File: config.mk
export PLATFORM = sky130hd
export DESIGN_NAME = fetch_unit
export DESIGN_NICKNAME = d
export VERILOG_FILES = /design/src/rtl/fetch_unit.sv
export SDC_FILE = /design/constraint.sdc
export NUM_CORES = 1
export LEC_CHECK = 0
export CORE_UTILIZATION = 30
export CTS_BUF_LIST = sky130_fd_sc_hd__clkbuf_16
export CTS_CLUSTER_SIZE = 20
export DETAILED_ROUTE_END_ITERATION = 10
export GPL_TIMING_DRIVEN = 0
export HOLD_SLACK_MARGIN = 0.1
export PLACE_DENSITY = 0.56
export SYNTH_ARGS = -nofsm -noshare
export SYNTH_HDL_FRONTEND = slang
export SYNTH_SLANG_ARGS = --single-unit
File: constraint.sdc
create_clock -name clk -period 5.75 [get_ports clk]
set_input_delay 1.15 -clock clk [delete_from_list [all_inputs] [get_ports clk]]
set_output_delay 1.15 -clock clk [all_outputs]
set_load 0.02 [all_outputs]
File: src/rtl/fetch_unit.sv
// Instruction fetch stage: owns the PC, fetches words over a req/ack handshake
// into a prefetch queue. Define FETCH_STATS_EN to add fetch/flush counters.
module fetch_unit #(
   parameter logic [31:0] RESET_PC = 32'h0000_0000,
   parameter int          DEPTH    = 2
) (
   input  logic        clk,
   input  logic        reset,
   output logic        imem_req,
   output logic [31:0] imem_addr,
   input  logic        imem_ack,
   input  logic [31:0] imem_rdata,
   output logic [31:0] Instr,
   output logic [31:0] PC,
   output logic [31:0] PCPlus8,
   output logic        instr_valid,
   input  logic        instr_ready,
   input  logic        PCSrc,
   input  logic [31:0] redirect_pc
`ifdef FETCH_STATS_EN
   ,
   output logic [31:0] fetch_count,
   output logic [15:0] flush_count
`endif
);

   localparam int PW = (DEPTH > 1) ? $clog2(DEPTH) : 1;
   localparam int CW = $clog2(DEPTH) + 1;
   localparam logic [CW-1:0] FULL = CW'(DEPTH);

   typedef enum logic [1:0] {IDLE, WAIT, DISCARD} state_t;

   state_t        state, state_next;
   logic [31:0]   fetch_pc, discard_addr;
   logic [31:0]   addr_q [DEPTH];
   logic [31:0]   data_q [DEPTH];
   logic [PW-1:0] rd_ptr, wr_ptr;
   logic [CW-1:0] count, count_next;
   logic          ack_take, push, pop;

   // Redirect wins over both push and pop; an ack outside IDLE is always consumed.
   always_comb begin
      // NOTE: every always_comb output gets a default first so no latch is inferred.
      ack_take   = imem_ack && (state != IDLE);
      push       = ack_take && (state == WAIT) && !PCSrc;
      pop        = instr_valid && instr_ready && !PCSrc;
      count_next = count;
      if (PCSrc)
         count_next = '0;
      else if (push && !pop)
         count_next = count + CW'(1);
      else if (pop && !push)
         count_next = count - CW'(1);
   end

   always_ff @(posedge clk) begin
      // NOTE: sequential state uses non-blocking assignments so every flop sees pre-edge values.
      if (reset)
         state <= IDLE;
      else
         state <= state_next;
   end

   always_comb begin
      state_next = state;
      case (state)
         IDLE:
            if (!PCSrc && count < FULL)
               state_next = WAIT;
         WAIT:
            if (PCSrc)
               state_next = imem_ack ? WAIT : DISCARD;
            else if (imem_ack)
               state_next = (count_next < FULL) ? WAIT : IDLE;
         DISCARD:
            if (imem_ack)
               state_next = (count_next < FULL) ? WAIT : IDLE;
         default:
            state_next = IDLE;
      endcase
   end

   // While discarding, the abandoned address stays on the bus until its ack.
   always_comb begin
      imem_req  = (state != IDLE);
      imem_addr = (state == DISCARD) ? discard_addr : fetch_pc;
   end

   always_ff @(posedge clk) begin
      if (reset) begin
         fetch_pc     <= RESET_PC;
         discard_addr <= '0;
         rd_ptr       <= '0;
         wr_ptr       <= '0;
         count        <= '0;
      end else begin
         count <= count_next;
         if (state == WAIT && PCSrc && !imem_ack)
            discard_addr <= fetch_pc;
         if (PCSrc) begin
            fetch_pc <= redirect_pc & ~32'h3;
            rd_ptr   <= '0;
            wr_ptr   <= '0;
         end else begin
            if (push) begin
               fetch_pc <= fetch_pc + 32'd4;
               wr_ptr   <= wr_ptr + PW'(1);
            end
            if (pop)
               rd_ptr <= rd_ptr + PW'(1);
         end
      end
   end

   // NOTE: queue storage has no reset; occupancy is tracked by count, so stale words are never visible.
   always_ff @(posedge clk) begin
      if (push) begin
         addr_q[wr_ptr] <= imem_addr;
         data_q[wr_ptr] <= imem_rdata;
      end
   end

   always_comb begin
      instr_valid = (count != '0);
      Instr       = '0;
      PC          = '0;
      if (instr_valid) begin
         Instr = data_q[rd_ptr];
         PC    = addr_q[rd_ptr];
      end
      PCPlus8 = PC + 32'd8;
   end

`ifdef FETCH_STATS_EN
   always_ff @(posedge clk) begin
      if (reset) begin
         fetch_count <= '0;
         flush_count <= '0;
      end else begin
         if (ack_take)
            fetch_count <= fetch_count + 32'd1;
         if (PCSrc)
            flush_count <= flush_count + 16'd1;
      end
   end
`endif

endmodule

==> summary.txt, run 1 <==
Status
  – Status: finished, final reports clean

Clock network
  – Maximum root-to-sink buffer count: 2
  – TritonCTS clock tree: built
  – Hold Buf Count CTS: 0
  – CTS H-tree depth: 4
  – Total CTS buffers: 17
  – Sink Count: 191
  – CTS root buffer: clkbuf_16
  – Clk slew on worst S/H paths: 0.08 ns
  – Worst skew pair latency: 0.43 ns

Routing
  – Detailed-route via count: 6,699
  – Post-route ant nets: 0
  – Routed wire length per instance: 17.7 microns
  – Drt drc: 0
  – Drt total wl: 25,100 microns
  – DRT Pass-1 Iters: 5
  – Detailed Route Iter0 Violations: 506
  – Routed vias/inst: 4.72

Pwr
  – Net Sw Power: 0.744 mW
  – Clock power frac: 0.397
  – Switching share of total power: 0.250
  – Power density cells: 247 nW/um^2
  – Leakage: 3.91 nW
  – Worst vdd ir: 0.199 mV
  – Comb pwr share: 0.094
  – P_int: 2.24 mW
  – Sequential cell fraction of total power: 0.510

Timing
  – RSZ-0062 raised after global routing: false
  – Final count of negative-setup-slack endpoints: 0
  – Slew @ Worst Pin: 0.897 ns
  – Hold WS: 0.453 ns
  – Relative slew slack: 0.394
  – Final min period: 5.48 ns
  – Tcrit/Tclk final: 0.953
  – Count of final hold-check violations: 0
  – Clk_skew: 0.0135 ns
  – Final-report max-slew violation count: 0
  – FMAX: 182 MHz

Critical path
  – R2R cell count: 13
  – Worst path cell trace: inv_1 -> ha_1 -> clkbuf_8 -> clkbuf_1 -> buf_2 -> clkbuf_2 -> nor2_1 -> ha_2 -> nor4b_4 -> nand4_4 -> nor4_2 -> xor2_1 -> clkdlybuf4s50_1
  – Worst reg2reg setup slack: 2.76 ns
  – Critical path arrival: 4.33 ns
  – WS Path Type: flop to output port
  – CP max-delay cell: clkdlybuf4s50_1
  – Req. time, crit path: 4.60 ns
  – Startpoint type of the worst setup path: flop
  – Largest stage delay, worst path: 0.64 ns
  – Worst setup EP type: output port
  – Worst R2R Start: count[1]$_SDFF_PP0_
  – Crit-path max FO: 10
  – Reg2reg end: state[0]$_SDFFE_PP0P_

Floorplan
  – I/O Pins: 199
  – Die Height: 175 microns
  – Row count: 62
  – Die W: 175 microns
  – CORE AREA: 29,000 sq um
  – Initial Util: 0.309
  – DIE AREA: 30,500 sq um

Global routing
  – Initial antenna violation count: 0
  – Vias in the first global route: 6,382
  – Global-route wire length before repair: 38,100 microns
  – Gr usage total: 0.165
  – Gr ovfl total: 0
  – Largest net degree at the start of global routing: 48

Logic synthesis
  – EDFF count, synth: 124
  – Synth Register Bits: 191
  – Seq/Total Area, Yosys: 0.566
  – Synth Cell Area: 8950 sq um
  – Distinct cells, synth: 59
  – FFs w/ async S/R, synth: 0
  – Top_reg_cell synth: edfxtp_1
  – Syn. warnings: 0
  – Syn Area/Cell: 11.1 sq um
  – Post-synthesis cell count: 805

Job
  – Max_cap viols: 0

Min path
  – Hold Path End: discard_addr[26]$_SDFFE_PP0P_
  – Hold Path Stages: 2
  – Hold Startpoint: discard_addr[26]$_SDFFE_PP0P_
  – HP Class: flop to flop

Finish
  – Storage cell area: 5060 sq um
  – Fin nets: 1,096
  – ANT cells: 0
  – Share of cells above drive strength 1: 0.104
  – Area Growth Syn to Fin: 34.6%
  – Utilization after layout: 0.415
  – Area of the multi-input gates: 3580 sq um
  – Final Non-Filler Cells: 1,419
  – Fill cell count: 2,835

Placement
  – DP HPWL: 18,900 microns
  – I/O Buffers: 190
  – Dpl cells: 1,387
  – Routability Congestion: 0.860
-- registers in the layout, summed over array words and instances, names as in the netlist, named ones only --
register and count:
wr_ptr 1, state 2, discard_addr 30, count 2, fetch_pc 30, data_q 64
addr_q 60, rd_ptr 1
-- synthesized netlist by cell type (14+ instances only) --
cell type	instances	area (sq um)
edfxtp_1	124	3720
nand2_1	98	368
nor2_1	87	327
dfxtp_1	67	1340
mux2i_1	63	631
a21oi_1	53	265
xnor2_1	35	307
clkbuf_1	31	116
nand3_1	24	120
mux2_2	23	259
xor2_1	19	166
inv_1	17	63.8
nor3_1	15	75.1
o21ai_0	14	70.1
-- worst max path at each step --
stage                          startpoint                       to  cells past startpoint
floorplan                           PCSrc  addr_q[0][10]$_DFFE_PP_                      4
global placement                    PCSrc  data_q[0][22]$_DFFE_PP_                      5
detailed placement                   flop              PCPlus8[21]                     13
CTS                 count[0]$_SDFFE_PP0P_              PCPlus8[31]                     13
global route        count[0]$_SDFFE_PP0P_              PCPlus8[31]                     13
finish              count[0]$_SDFFE_PP0P_              PCPlus8[31]                     13
-- power by group through the flow --
stage               Combinational (mW)  Clock, mW  Sequential (mW)
finish                           0.279       1.18             1.52
global route                     0.301       1.27             1.52
CTS                              0.281       1.21             1.52
detailed placement               0.279          0             1.55
global placement                 0.274          0             1.55
floorplan                        0.140          0             1.54
-- stage by stage --
stage                     power (mW)  TNS [ns]  instance area (sq um)  setup WS [ns]
final                           2.98         0                  12000          0.269
after global routing            3.09         0                  12000        0.00969
after CTS                       3.01         0                  12000        0.00202
after global placement          1.83    -81.49                  11400          -1.32
after detailed placement        1.83         0                  11400          0.116
after floorplan                 1.68         0                   8970           1.12
-- metal layers --
metal	wire length, microns	up-vias	GRT usage
met4	299	0	0.0428
li1	-	3286	-
met3	1310	20	0.0311
met2	11300	203	0.258
met5	0	-	0
met1	12200	3190	0.233
-- cell usage in the layout (no fill, tap or decap), drive strengths merged, types with 3 or more instances in the layout --
cell,instances
mux2,23
nand3b,8
conb,6
o21bai,8
mux2i,63
nor2b,4
nand2,99
clkinvlp,3
nor4,16
nand4,15
ha,5
edfxtp,124
clkinv,5
clkdlybuf4s50,190
o21ai,15
nor3,17
buf,26
nand3,26
or3,4
clkbuf,50
xnor2,35
a211oi,14
xor2,19
dfxtp,67
and3,5
a311oi,3
a21oi,53
inv,24
nor2,87
-- layout make-up --
class	instances	share of cell area
clock buffers	17	0.0353
plain buffers	55	0.0248
clock inverters	15	0.0130
repair buffers	194	0.164
well taps	384	0.0399
flip-flops and latches	191	0.420
multi-input cells	545	0.297
inverters	18	0.00561
-- critical path: cells and delay by family, from the launching register on --
| family | cells | cell delay (ns) |
|---|---|---|
| buffers and inverters | 6 | 1.70 |
| and+or+nand+nor | 4 | 1.11 |
| adders and majority gates | 2 | 0.52 |
| DFF | 1 | 0.35 |
| xor gates and xnor gates | 1 | 0.17 |
-- cell families (layout without fill, tap and decap cells) --
group,after synthesis,count (layout),synth area share
adder cells (fa/ha/maj),5,5,0.00699
multiplexers,86,86,0.0994
XOR/XNOR,54,54,0.0528
AND/OR/NAND/NOR,293,293,0.161
buffers and inverters,74,299,0.0407
flip-flops,191,191,0.566
AO/OA/AOI/OAI,101,101,0.0728
other,1,6,0.000419
-- timing repair --
item,4_1_cts,5_1_grt
setup buffers,0,1
endpoints found under the setup margin,6,6
resized for setup,5,4
pin swaps,0,0
(Power assumes the default switching activity.)
==> inputs of run 2 (changes only) <==
--- a/config.mk
+++ b/config.mk
@@ -5,8 +5,8 @@
 export SDC_FILE = /design/constraint.sdc
 export NUM_CORES = 1
 export LEC_CHECK = 0
+export ABC_AREA = 1
 export CORE_UTILIZATION = 30
-export CTS_BUF_LIST = sky130_fd_sc_hd__clkbuf_16
 export CTS_CLUSTER_SIZE = 20
 export DETAILED_ROUTE_END_ITERATION = 10
 export GPL_TIMING_DRIVEN = 0
==> run 2 against run 1 <==
Cell count grew 29%. Utilization shrank 0.95 points. Setup slack gained 0.25 ns. Wire length grew 18%. Critical path depth grew 3. Clock-buffer cell count is the same. Global-route usage grew 1.7 points. Fmax grew 4.9%. Highest routed layer unchanged.
==> summary.txt, run 2 <==
Logic synthesis
  – Area contributors post-synth: edfxtp_1, dfxtp_1, nand2_1, nor2_1, o21ai_0 (was edfxtp_1, dfxtp_1, mux2i_1, nand2_1, nor2_1)
  – Most frequent cells after synthesis: nand2_1, nor2_1, o21ai_0 (was edfxtp_1, nand2_1, nor2_1)
  – Count leader, synth: nand2_1 (was edfxtp_1)
  – Synth Cell Area: 9690 sq um (was 8950 sq um)
  – EDFF count, synth: 124 (unchanged)
  – Post-synthesis cell count: 1,203 (was 805)
  – Syn Area/Cell: 8.06 sq um (was 11.1 sq um)
  – Leading area contributor after synthesis: edfxtp_1 (unchanged)
  – Synth Register Bits: 191 (unchanged)
  – Seq/Total Area, Yosys: 0.522 (was 0.566)
  – FFs w/ async S/R, synth: 0 (unchanged)
  – Top_reg_cell synth: edfxtp_1 (unchanged)
  – Distinct cells, synth: 33 (was 59)
  – Share of the synthesized area in the top cell type: 0.384 (was 0.416)
  – Syn. warnings: 0 (unchanged)

Floorplan
  – DIE AREA: 33,000 sq um (was 30,500 sq um)
  – Initial Util: 0.306 (was 0.309)
  – Die W: 182 microns (was 175 microns)
  – Row count: 65 (was 62)
  – I/O Pins: 199 (unchanged)
  – CORE AREA: 31,600 sq um (was 29,000 sq um)
  – Die Height: 182 microns (was 175 microns)

Global routing
  – Largest net degree at the start of global routing: 30 (was 48)
  – Initial antenna violation count: 0 (unchanged)
  – Gr usage total: 0.181 (was 0.165)
  – Gr ovfl total: 0 (unchanged)
  – Vias in the first global route: 8,070 (was 6,382)
  – Global-route wire length before repair: 45,500 microns (was 38,100 microns)

Critical path
  – WS Path Type: flop to output port (unchanged)
  – Largest stage delay, worst path: 0.62 ns (was 0.64 ns)
  – Req. time, crit path: 4.60 ns (about the same)
  – Worst setup EP type: output port (unchanged)
  – Worst path cell trace: inv_1 -> ha_1 -> inv_4 -> buf_2 -> buf_2 -> buf_2 -> nand2_1 -> inv_1 -> ha_1 -> inv_1 -> nor2_4 -> inv_2 -> nor2_2 -> nand2_1 -> xor2_1 -> clkdlybuf4s50_1 (was inv_1 -> ha_1 -> clkbuf_8 -> clkbuf_1 -> buf_2 -> clkbuf_2 -> nor2_1 -> ha_2 -> nor4b_4 -> nand4_4 -> nor4_2 -> xor2_1 -> clkdlybuf4s50_1)
  – Worst reg2reg setup slack: 3.20 ns (was 2.76 ns)
  – Worst R2R Start: count[0]$_SDFFE_PP0P_ (was count[1]$_SDFF_PP0_)
  – CP max-delay cell: clkdlybuf4s50_1 (unchanged)
  – Critical path arrival: 4.08 ns (was 4.33 ns)
  – R2R cell count: 13 (unchanged)
  – Crit-path max FO: 10 (unchanged)
  – Startpoint type of the worst setup path: flop (unchanged)
  – Reg2reg end: state[0]$_SDFFE_PP0P_ (unchanged)

Routing
  – Post-route ant nets: 0 (unchanged)
  – Drt total wl: 29,600 microns (was 25,100 microns)
  – Detailed Route Iter0 Violations: 453 (was 506)
  – DRT Pass-1 Iters: 5 (unchanged)
  – Detailed-route via count: 8,471 (was 6,699)
  – Routed wire length per instance: 16.1 microns (was 17.7 microns)
  – Drt drc: 0 (unchanged)
  – Routed vias/inst: 4.62 (was 4.72)

Clock network
  – Post-CTS sizing: 0 (was 5)
  – CTS root buffer: clkbuf_16 (unchanged)
  – Sink Count: 191 (unchanged)
  – Clk slew on worst S/H paths: 0.07 ns (was 0.08 ns)
  – Maximum root-to-sink buffer count: 2 (unchanged)
  – Hold Buf Count CTS: 0 (unchanged)
  – Total CTS buffers: 17 (unchanged)
  – TritonCTS clock tree: built (unchanged)
  – CTS H-tree depth: 4 (unchanged)
  – Worst skew pair latency: 0.44 ns (was 0.43 ns)
  – Post-CTS setup buffer count: 0 (unchanged)

Min path
  – Hold Path End: count[0]$_SDFFE_PP0P_ (was discard_addr[26]$_SDFFE_PP0P_)
  – Hold Path Stages: 2 (unchanged)
  – Hold Startpoint: count[0]$_SDFFE_PP0P_ (was discard_addr[26]$_SDFFE_PP0P_)
  – HP Class: flop to flop (unchanged)

Pwr
  – Power density cells: 237 nW/um^2 (was 247 nW/um^2)
  – Switching share of total power: 0.269 (was 0.250)
  – Worst vdd ir: 0.192 mV (was 0.199 mV)
  – Net Sw Power: 0.820 mW (was 0.744 mW)
  – Sequential cell fraction of total power: 0.501 (was 0.510)
  – Leakage: 4.93 nW (was 3.91 nW)
  – P_int: 2.22 mW (was 2.24 mW)
  – Comb pwr share: 0.100 (was 0.094)
  – Clock power frac: 0.400 (was 0.397)

Placement
  – DP HPWL: 22,800 microns (was 18,900 microns)
  – Routability Congestion: 0.932 (was 0.860)
  – Dpl ws: 0.935 ns (was 0.116 ns)
  – I/O Buffers: 189 (was 190)
  – Post-Place Cell Area: 12,200 sq um (was 11,400 sq um)

Finish
  – Largest Register: data_q (unchanged)
  – Area of the multi-input gates: 3860 sq um (was 3580 sq um)
  – Share of cells above drive strength 1: 0.0914 (was 0.104)
  – Fill cell count: 3,219 (was 2,835)
  – Fin nets: 1,494 (was 1,096)
  – Storage cell area: 5060 sq um (unchanged)
  – Area Growth Syn to Fin: 32.4% (was 34.6%)
  – ANT cells: 0 (unchanged)
  – Commonest non-fill, non-tap cell in the layout: nand2_1 (was clkdlybuf4s50_1)
  – Finished Cell Area: 12,800 sq um (was 12,000 sq um)
  – Top Registers: data_q (64), addr_q (60) (unchanged)
  – Largest register FFs: 64 (unchanged)
  – Most frequent cells in the layout: nand2_1, clkdlybuf4s50_1, nor2_1, o21ai_0, edfxtp_1 (was clkdlybuf4s50_1, edfxtp_1, nand2_1, nor2_1, dfxtp_1)

Timing
  – Tcrit/Tclk final: 0.909 (was 0.953)
  – Worst Slack Setup Final: 0.524 ns (was 0.269 ns)
  – FMAX: 191 MHz (was 182 MHz)
  – Relative slew slack: 0.441 (was 0.394)
  – Final min period: 5.23 ns (was 5.48 ns)
  – Final count of negative-setup-slack endpoints: 0 (unchanged)
  – RSZ-0062 raised after global routing: false (unchanged)
  – Count of final hold-check violations: 0 (unchanged)
  – Hold WS: 0.486 ns (was 0.453 ns)
  – Final-report max-slew violation count: 0 (unchanged)
  – Clk_skew: 0.0148 ns (was 0.0135 ns)
  – Slew @ Worst Pin: 0.830 ns (was 0.897 ns)

Status
  – Status: finished, final reports clean (unchanged)

Job
  – Max_cap viols: 0 (unchanged)
==> run 2: changes by cell type after synthesis, sizes merged, moves of 10 or more <==
| cell | previous run | this run |
|---|---|---|
| nor3 | 17 | 1 |
| mux2 | 23 | 0 |
| buf | 22 | 36 |
| o21ai | 15 | 127 |
| nor4 | 16 | 0 |
| mux2i | 63 | 0 |
| xnor2 | 35 | 0 |
| nor2 | 87 | 211 |
| a211oi | 14 | 0 |
| clkbuf | 34 | 19 |
| inv | 17 | 126 |
| a21oi | 53 | 63 |
| nand3 | 26 | 57 |
| nand2 | 99 | 320 |
==> run 2: per-stage QoR <==
step,utilization,power [mW],std cells,setup TNS [ns]
2_1_floorplan,-,1.70,1208,0
6_report,0.406,3.04,1835,0
5_1_grt,0.406,3.15,1835,0
3_3_place_gp,0.383,1.85,1799,-154.83
3_5_place_dp,0.386,1.86,1803,0
4_1_cts,0.406,3.07,1835,0
==> run 2: worst max-delay path by stage <==
stage,slack [ns],from,depth (start not counted),to
2_1_floorplan,1.09,PCSrc,4,addr_q[0][10]$_DFFE_PP_
3_3_place_gp,-1.25,imem_ack,5,data_q[1][23]$_DFFE_PP_
3_5_place_dp,0.94,count[0]$_SDFFE_PP0P_,16,PCPlus8[19]
4_1_cts,0.45,count[0]$_SDFFE_PP0P_,16,PCPlus8[19]
5_1_grt,0.15,count[0]$_SDFFE_PP0P_,16,PCPlus8[19]
6_report,0.52,count[0]$_SDFFE_PP0P_,16,PCPlus8[19]
==> run 2: final cells by class <==
type | count | share of cell area
clock buffer | 17 | 0.0331
clock inverter | 15 | 0.0157
sequential | 191 | 0.395
timing repair buffer | 193 | 0.154
inverter | 127 | 0.0377
tap | 402 | 0.0392
multi-input combinational | 835 | 0.301
buffer | 55 | 0.0247
==> run 2: worst max-delay path, delay by kind of cell, from the launching register on <==
kind / cells / cell delay (ns)
xor+xnor: 1 / 0.15
fa+ha+maj: 2 / 0.54
buf+inv: 9 / 2.04
flops: 1 / 0.35
simple gates: 4 / 0.57
==> run 2: layer usage <==
layer | vias to the layer above | GRT usage | routed length [microns]
met5 | - | 0 | 0
met4 | 0 | 0.0539 | 557
met3 | 34 | 0.0287 | 1320
met2 | 225 | 0.299 | 13900
met1 | 3882 | 0.244 | 13800
li1 | 4330 | - | -
==> run 2: logic make-up (layout without fill, tap and decap cells) <==
kind of cell | count (synthesis) | in the layout | share of synthesized area
buf+inv | 182 | 407 | 0.0826
simple gates | 603 | 603 | 0.262
other cells | 1 | 6 | 0.000387
compound gates | 197 | 197 | 0.104
fa+ha+maj | 5 | 5 | 0.00645
flops | 191 | 191 | 0.522
xor+xnor | 24 | 24 | 0.0217
==> run 2: power by group through the flow <==
stage | registers (mW) | clock network (mW) | logic [mW]
after floorplan | 1.55 | 0 | 0.149
after global placement | 1.56 | 0 | 0.297
after detailed placement | 1.55 | 0 | 0.303
after CTS | 1.52 | 1.24 | 0.304
after global routing | 1.53 | 1.29 | 0.330
final | 1.52 | 1.22 | 0.303
